===== src/rtl/swerv_types.sv =====
// Shared types for the EXU divide arbiter: request record, FSM state
// encoding and the RISC-V divide special-case operand constants.
package swerv_types;

   localparam int DIV_XLEN = 32;
   localparam int DIV_TAGW = 3;

   // One captured divide request; widths come from this package, so the
   // arbiter's XLEN/TAGW parameters must stay equal to these.
   typedef struct packed {
      logic [DIV_XLEN-1:0] rs1;
      logic [DIV_XLEN-1:0] rs2;
      logic                unsign;
      logic                rem;
      logic [DIV_TAGW-1:0] tag;
   } div_req_t;

   typedef enum logic [1:0] {
      DIV_ST_IDLE  = 2'd0,
      DIV_ST_ISSUE = 2'd1,
      DIV_ST_BUSY  = 2'd2,
      DIV_ST_RESP  = 2'd3
   } div_arb_state_t;

   localparam logic [DIV_XLEN-1:0] DIV_MIN_INT = 32'h8000_0000;
   localparam logic [DIV_XLEN-1:0] DIV_NEG_ONE = 32'hFFFF_FFFF;

endpackage


===== src/rtl/exu_div_arb_rr.sv =====
// Two-way round-robin grant for the divide arbiter. The pointer names the
// slot favoured on a tie and flips away from whichever slot was granted.
module exu_div_rr_arb (
   input  logic       clk,
   input  logic       rst,
   input  logic       en,
   input  logic [1:0] req,
   output logic [1:0] gnt
);

   logic ptr_q;

   // Grant: single requester wins, a tie goes to the pointer slot.
   // NOTE: every combinational output gets a default first so no latch is inferred.
   always_comb begin
      gnt = 2'b00;
      if (en) begin
         case (req)
            2'b01:   gnt = 2'b01;
            2'b10:   gnt = 2'b10;
            2'b11:   gnt = ptr_q ? 2'b10 : 2'b01;
            default: gnt = 2'b00;
         endcase
      end
   end

   // Pointer moves to the other slot on every grant (grant implies handshake).
   // NOTE: sequential state uses non-blocking assignments only.
   always_ff @(posedge clk) begin
      if (rst)       ptr_q <= 1'b0;
      else if (|gnt) ptr_q <= ~gnt[1];
   end

endmodule


===== src/rtl/exu_div_arb.sv =====
// EXU divide arbiter/sequencer: shares one iterative divider between the
// I0 and I1 slots, launches it, watches for completion with a watchdog and
// returns a tagged result to DEC.
// Optional build macro EXU_DIV_SPECIAL_EN: resolve divide-by-zero and signed
// overflow in ISSUE without starting the divider.
module exu_div_arb
   import swerv_types::*;
#(
   parameter int XLEN    = DIV_XLEN,
   parameter int TAGW    = DIV_TAGW,
   parameter int TIMEOUT = 64
) (
   input  logic              clk,
   input  logic              rst,
   input  logic [1:0]        req_valid,
   output logic [1:0]        req_ready,
   input  logic [2*XLEN-1:0] req_rs1,
   input  logic [2*XLEN-1:0] req_rs2,
   input  logic [1:0]        req_unsign,
   input  logic [1:0]        req_rem,
   input  logic [2*TAGW-1:0] req_tag,
   input  logic              flush,
   output logic              div_start,
   output logic              div_cancel,
   output logic [XLEN-1:0]   div_a,
   output logic [XLEN-1:0]   div_b,
   output logic              div_unsign,
   output logic              div_rem,
   input  logic              div_finish,
   input  logic [XLEN-1:0]   div_result,
   output logic              resp_valid,
   input  logic              resp_ready,
   output logic [XLEN-1:0]   resp_data,
   output logic [TAGW-1:0]   resp_tag,
   output logic              resp_slot,
   output logic              resp_err,
   output logic              div_stall
);

   localparam logic [1:0] ST_IDLE  = DIV_ST_IDLE;
   localparam logic [1:0] ST_ISSUE = DIV_ST_ISSUE;
   localparam logic [1:0] ST_BUSY  = DIV_ST_BUSY;
   localparam logic [1:0] ST_RESP  = DIV_ST_RESP;

   localparam int              CW   = (TIMEOUT > 2) ? $clog2(TIMEOUT) : 1;
   localparam logic [CW-1:0]   TMAX = CW'(TIMEOUT - 1);

   logic [1:0]      state_q, state_d;
   logic [CW-1:0]   cnt_q, cnt_d;
   div_req_t        cap_q, cap_d;
   logic            slot_q, slot_d;
   logic [XLEN-1:0] resp_data_q, resp_data_d;
   logic            resp_err_q, resp_err_d;

   logic [1:0]      gnt;
   logic            accept;
   logic            sel;
   logic            special;
   logic [XLEN-1:0] special_res;

   exu_div_rr_arb u_rr (
      .clk (clk),
      .rst (rst),
      .en  ((state_q == ST_IDLE) && !flush),
      .req (req_valid),
      .gnt (gnt)
   );

   assign req_ready = gnt;
   assign accept    = |(req_valid & req_ready);
   assign sel       = gnt[1];

`ifdef EXU_DIV_SPECIAL_EN
   // Special-case detection on the captured operands while in ISSUE.
   always_comb begin
      special     = 1'b0;
      special_res = '0;
      if (cap_q.rs2 == '0) begin
         special     = 1'b1;
         special_res = cap_q.rem ? cap_q.rs1 : '1;
      end else if (!cap_q.unsign && (cap_q.rs1 == DIV_MIN_INT) &&
                   (cap_q.rs2 == DIV_NEG_ONE)) begin
         special     = 1'b1;
         special_res = cap_q.rem ? '0 : DIV_MIN_INT;
      end
   end
`else
   assign special     = 1'b0;
   assign special_res = '0;
`endif

   // Next-state, capture and divider-control decode for the sequencer.
   always_comb begin
      state_d     = state_q;
      cnt_d       = cnt_q;
      cap_d       = cap_q;
      slot_d      = slot_q;
      resp_data_d = resp_data_q;
      resp_err_d  = resp_err_q;
      div_start   = 1'b0;
      div_cancel  = 1'b0;
      case (state_q)
         ST_IDLE: begin
            if (accept) begin
               cap_d.rs1    = sel ? req_rs1[2*XLEN-1:XLEN] : req_rs1[XLEN-1:0];
               cap_d.rs2    = sel ? req_rs2[2*XLEN-1:XLEN] : req_rs2[XLEN-1:0];
               cap_d.unsign = req_unsign[sel];
               cap_d.rem    = req_rem[sel];
               cap_d.tag    = sel ? req_tag[2*TAGW-1:TAGW] : req_tag[TAGW-1:0];
               slot_d       = sel;
               state_d      = ST_ISSUE;
            end
         end
         ST_ISSUE: begin
            cnt_d = '0;
            if (flush) begin
               div_cancel = 1'b1;
               state_d    = ST_IDLE;
            end else if (special) begin
               resp_data_d = special_res;
               resp_err_d  = 1'b0;
               state_d     = ST_RESP;
            end else begin
               div_start = 1'b1;
               state_d   = ST_BUSY;
            end
         end
         ST_BUSY: begin
            // Flush outranks a same-cycle finish, which outranks the watchdog.
            if (flush) begin
               div_cancel = 1'b1;
               state_d    = ST_IDLE;
            end else if (div_finish) begin
               resp_data_d = div_result;
               resp_err_d  = 1'b0;
               state_d     = ST_RESP;
            end else if (cnt_q == TMAX) begin
               div_cancel  = 1'b1;
               resp_data_d = '0;
               resp_err_d  = 1'b1;
               state_d     = ST_RESP;
            end else begin
               cnt_d = cnt_q + CW'(1);
            end
         end
         ST_RESP: begin
            if (flush || resp_ready) state_d = ST_IDLE;
         end
         default: state_d = ST_IDLE;
      endcase
   end

   // State, watchdog, capture and response registers with synchronous reset.
   always_ff @(posedge clk) begin
      if (rst) begin
         state_q     <= ST_IDLE;
         cnt_q       <= '0;
         cap_q       <= '0;
         slot_q      <= 1'b0;
         resp_data_q <= '0;
         resp_err_q  <= 1'b0;
      end else begin
         state_q     <= state_d;
         cnt_q       <= cnt_d;
         cap_q       <= cap_d;
         slot_q      <= slot_d;
         resp_data_q <= resp_data_d;
         resp_err_q  <= resp_err_d;
      end
   end

   assign div_a      = cap_q.rs1;
   assign div_b      = cap_q.rs2;
   assign div_unsign = cap_q.unsign;
   assign div_rem    = cap_q.rem;

   // A flush in RESP withdraws the response in the same cycle.
   assign resp_valid = (state_q == ST_RESP) && !flush;
   assign resp_data  = resp_data_q;
   assign resp_tag   = cap_q.tag;
   assign resp_slot  = slot_q;
   assign resp_err   = resp_err_q;
   assign div_stall  = (state_q != ST_IDLE);

endmodule


===== config.mk =====
export PLATFORM = sky130hd
export DESIGN_NAME = exu_div_arb
export DESIGN_NICKNAME = d
export VERILOG_FILES = /design/src/rtl/swerv_types.sv /design/src/rtl/exu_div_arb_rr.sv /design/src/rtl/exu_div_arb.sv
export SDC_FILE = /design/constraint.sdc
export NUM_CORES = 1
export LEC_CHECK = 0
export CAP_MARGIN = 20
export CORE_ASPECT_RATIO = 1.2
export CORE_MARGIN = 10
export CORE_UTILIZATION = 37
export DETAILED_ROUTE_END_ITERATION = 6
export GPL_ROUTABILITY_DRIVEN = 0
export HOLD_SLACK_MARGIN = 0.08
export PLACE_DENSITY_LB_ADDON = 0.05
export SLEW_MARGIN = 20
export SYNTH_ARGS = -nofsm -noshare
export SYNTH_HDL_FRONTEND = slang
export SYNTH_SLANG_ARGS = --single-unit

===== constraint.sdc =====
create_clock -name clk -period 2.2 [get_ports clk]
set_clock_uncertainty 0.05 [all_clocks]
set_input_delay 0.22 -clock clk [delete_from_list [all_inputs] [get_ports clk]]
set_output_delay 0.22 -clock clk [all_outputs]
set_load 0.01 [all_outputs]

==> results.ini <==
[outcome]
status = complete, no violations

[synthesis]
ys_top_cells_by_area = dfxtp_1 (49%), o221ai_1 (9.2%), nand2_1 (8.1%)
yosysMostFrequentCell = dfxtp_1
synth_fp_nets = 676
async_flop_share_pct = 0
synth_top_area_cell = dfxtp_1
synth_cell_types = 39
ys_seq_area_share_pct = 49.0
synth_top_cell_area_share_pct = 49.0
synthTopCellsByCount = dfxtp_1 (112), nand2_1 (99), a21oi_1 (57)
syn_avg_cell_area_um2 = 9.28
yosysWarnings = 0
synth_seq_cells = 112
netlist_area_um2 = 4570
synth_edf_count = 0
synth_ff_type = dfxtp_1
netlist_instances = 493

[sta]
max_slew_margin_pct = 63.5
slew_violations = 0
tightest_slew_ns = 0.547
fin_crit_sh_pct = 92.6
hold_viol = 0
finalSetupViolations = 0
fin_setup_tns_ns = 0
fmax_mhz = 491
rsz0062_at_grt = false
period_needed_ns = 2.04

[pwr]
p_leak_uw = 0.00279
vdd_drop_max_uv = 324
p_per_area_nw_per_um2 = 635

[worst_setup_path]
end_kind = output port
cp.required_ns = 1.93
path_max_fanout = 5
cp-start-kind = flop
crit_arrival_ns = 1.77
crit_type = flop to output port
reg2reg_slack_ns = 0.27

[global_route]
antenna_found_initial = 0
grt_pass1_wl_um = 26700
grt_usage_pct = 19.6
grt_max_degree = 71
grt_pass1_vias = 4880
gr-total-overflow = 0

[die]
rows = 44
pin_count = 286
core_area_um2 = 12100
fp.dieH_um = 142
start_util_pct = 37.8
fp.dieW_um = 121
dieArea_um2 = 17200

[placement]
port_buffers = 285
hpwl_um = 13600
placed_area_um2 = 7600

[job]
maxCapViolations = 0

[clock_tree]
cts.path.max_buffers = 2
cts-buffers-inserted = 9
clock_latency_ns = 0.35
cts_tree = built
htreeDepth = 3
clk_pin_slew_ns = 0.07
clock-sinks = 112
cts_root_buffer = clkbuf_16
holdBufCountCts = 0

[drt]
drcViolationCount = 0
avgRoutedWirePerCell_um = 19.4
drtIter0Drc = 219
dr.pass1.iters = 5
vias = 4867
ant_nets = 0
routed_via_density = 5.27
totalWireLength_um = 18000

[final_layout]
final_core_util_pct = 65.3
seq_area_um2 = 2240
final_area_um2 = 7910
multiInputGateArea_um2 = 2130
area_growth_pct = 72.9
drive_gt1_share_pct = 7.48
fin_nets = 940
nFillCells = 983

[hold_path]
holdCritPathClass = primary input to flop

## placed cells by master, fill, tap and decap left out, types with 2 or more instances in the layout
| cell | synthesis | final |
|---|---|---|
| nand3_1 | 6 | 6 |
| clkbuf_16 | 0 | 9 |
| a311oi_1 | 11 | 11 |
| a21oi_1 | 57 | 56 |
| nand2b_1 | 3 | 3 |
| a311oi_2 | 11 | 11 |
| nand2_1 | 99 | 98 |
| o221ai_1 | 48 | 48 |
| buf_12 | 0 | 6 |
| clkdlybuf4s50_1 | 0 | 281 |
| a22o_1 | 32 | 32 |
| nor2_2 | 0 | 2 |
| clkbuf_2 | 0 | 2 |
| clkinv_4 | 0 | 2 |
| ha_1 | 6 | 5 |
| dfxtp_1 | 112 | 112 |
| buf_4 | 3 | 6 |
| o21bai_1 | 2 | 2 |
| mux2i_1 | 3 | 3 |
| nor2_1 | 28 | 26 |
| or3_1 | 3 | 3 |
| nor2b_1 | 3 | 3 |
| inv_1 | 4 | 4 |
## power breakdown
part	internal [uW]	leakage [uW]	total (uW)	switching, uW
Sequential	2140	0.000913	2200	60.8
Clock	898	0.000148	1680	783
Combinational	640	0.00173	1140	497
Total	3680	0.00279	5020	1340
## kinds of logic after synthesis
group	share of synthesized area, %
compound gates	29.8
flops	49.0
simple gates	13.7
buf+inv	4.95
mux	0.657
xor+xnor	0.192
fa+ha+maj	1.64
## worst paths after layout
path              start          to  cells past startpoint
max          state_q[1]   div_start                      4
min                 rst  u_rr.ptr_q                      3
max reg2reg  state_q[0]   div_a[18]                      8
min reg2reg    div_a[8]    div_a[8]                      2
## final cells by class
cell class / count / share of cell area [%]
Sequential cell: 112 / 28.4
Clock inverter: 7 / 1.01
Inverter: 5 / 0.237
Clock buffer: 9 / 2.85
Timing Repair Buffer: 297 / 38.0
Antenna cell: 1 / 0.0317
Tap cell: 161 / 2.55
Multi-Input combinational cell: 332 / 27.0
## metrics by stage
stage / setup WS (ns) / hold slack (ns) / cells / power [uW]
after floorplan: 0.595 / 0.267 / 493 / 2700
after global placement: 0.137 / 0.388 / 907 / 3370
after detailed placement: 0.131 / 0.393 / 907 / 3390
after CTS: 0.0596 / 0.311 / 923 / 5080
after global routing: 0.0289 / 0.361 / 923 / 5240
final: 0.162 / 0.340 / 924 / 5020
## routing by layer
metal	routed length, um	track usage [%]	share of wire [%]
met1	6570	20.8	37
met5	0	0	0
met2	9240	34.0	51
met3	1740	7.90	9.7
met4	402	7.48	2.2
## timing repair
item / in CTS / in global routing
setup endpoints to repair: 3 / 2
buffers inserted: 0 / 0
gates resized for setup: 4 / 6
## sequential cells by signal, indices dropped and copies added (netlist names)
name,cells
resp_err,1
div_rem,1
cnt_q,6
div_a,32
state_q,2
resp_slot,1
div_unsign,1
div_b,32
resp_tag,3
resp_data,32
u_rr.ptr_q,1
## critical path: stages, from the launching register on
cell and delay, ns:
dfxtp_1 0.33, inv_1 0.12, ha_1 0.25, nor2b_1 0.15
clkdlybuf4s50_1 0.57
Note: power is estimated with default switching activity, not from simulation.
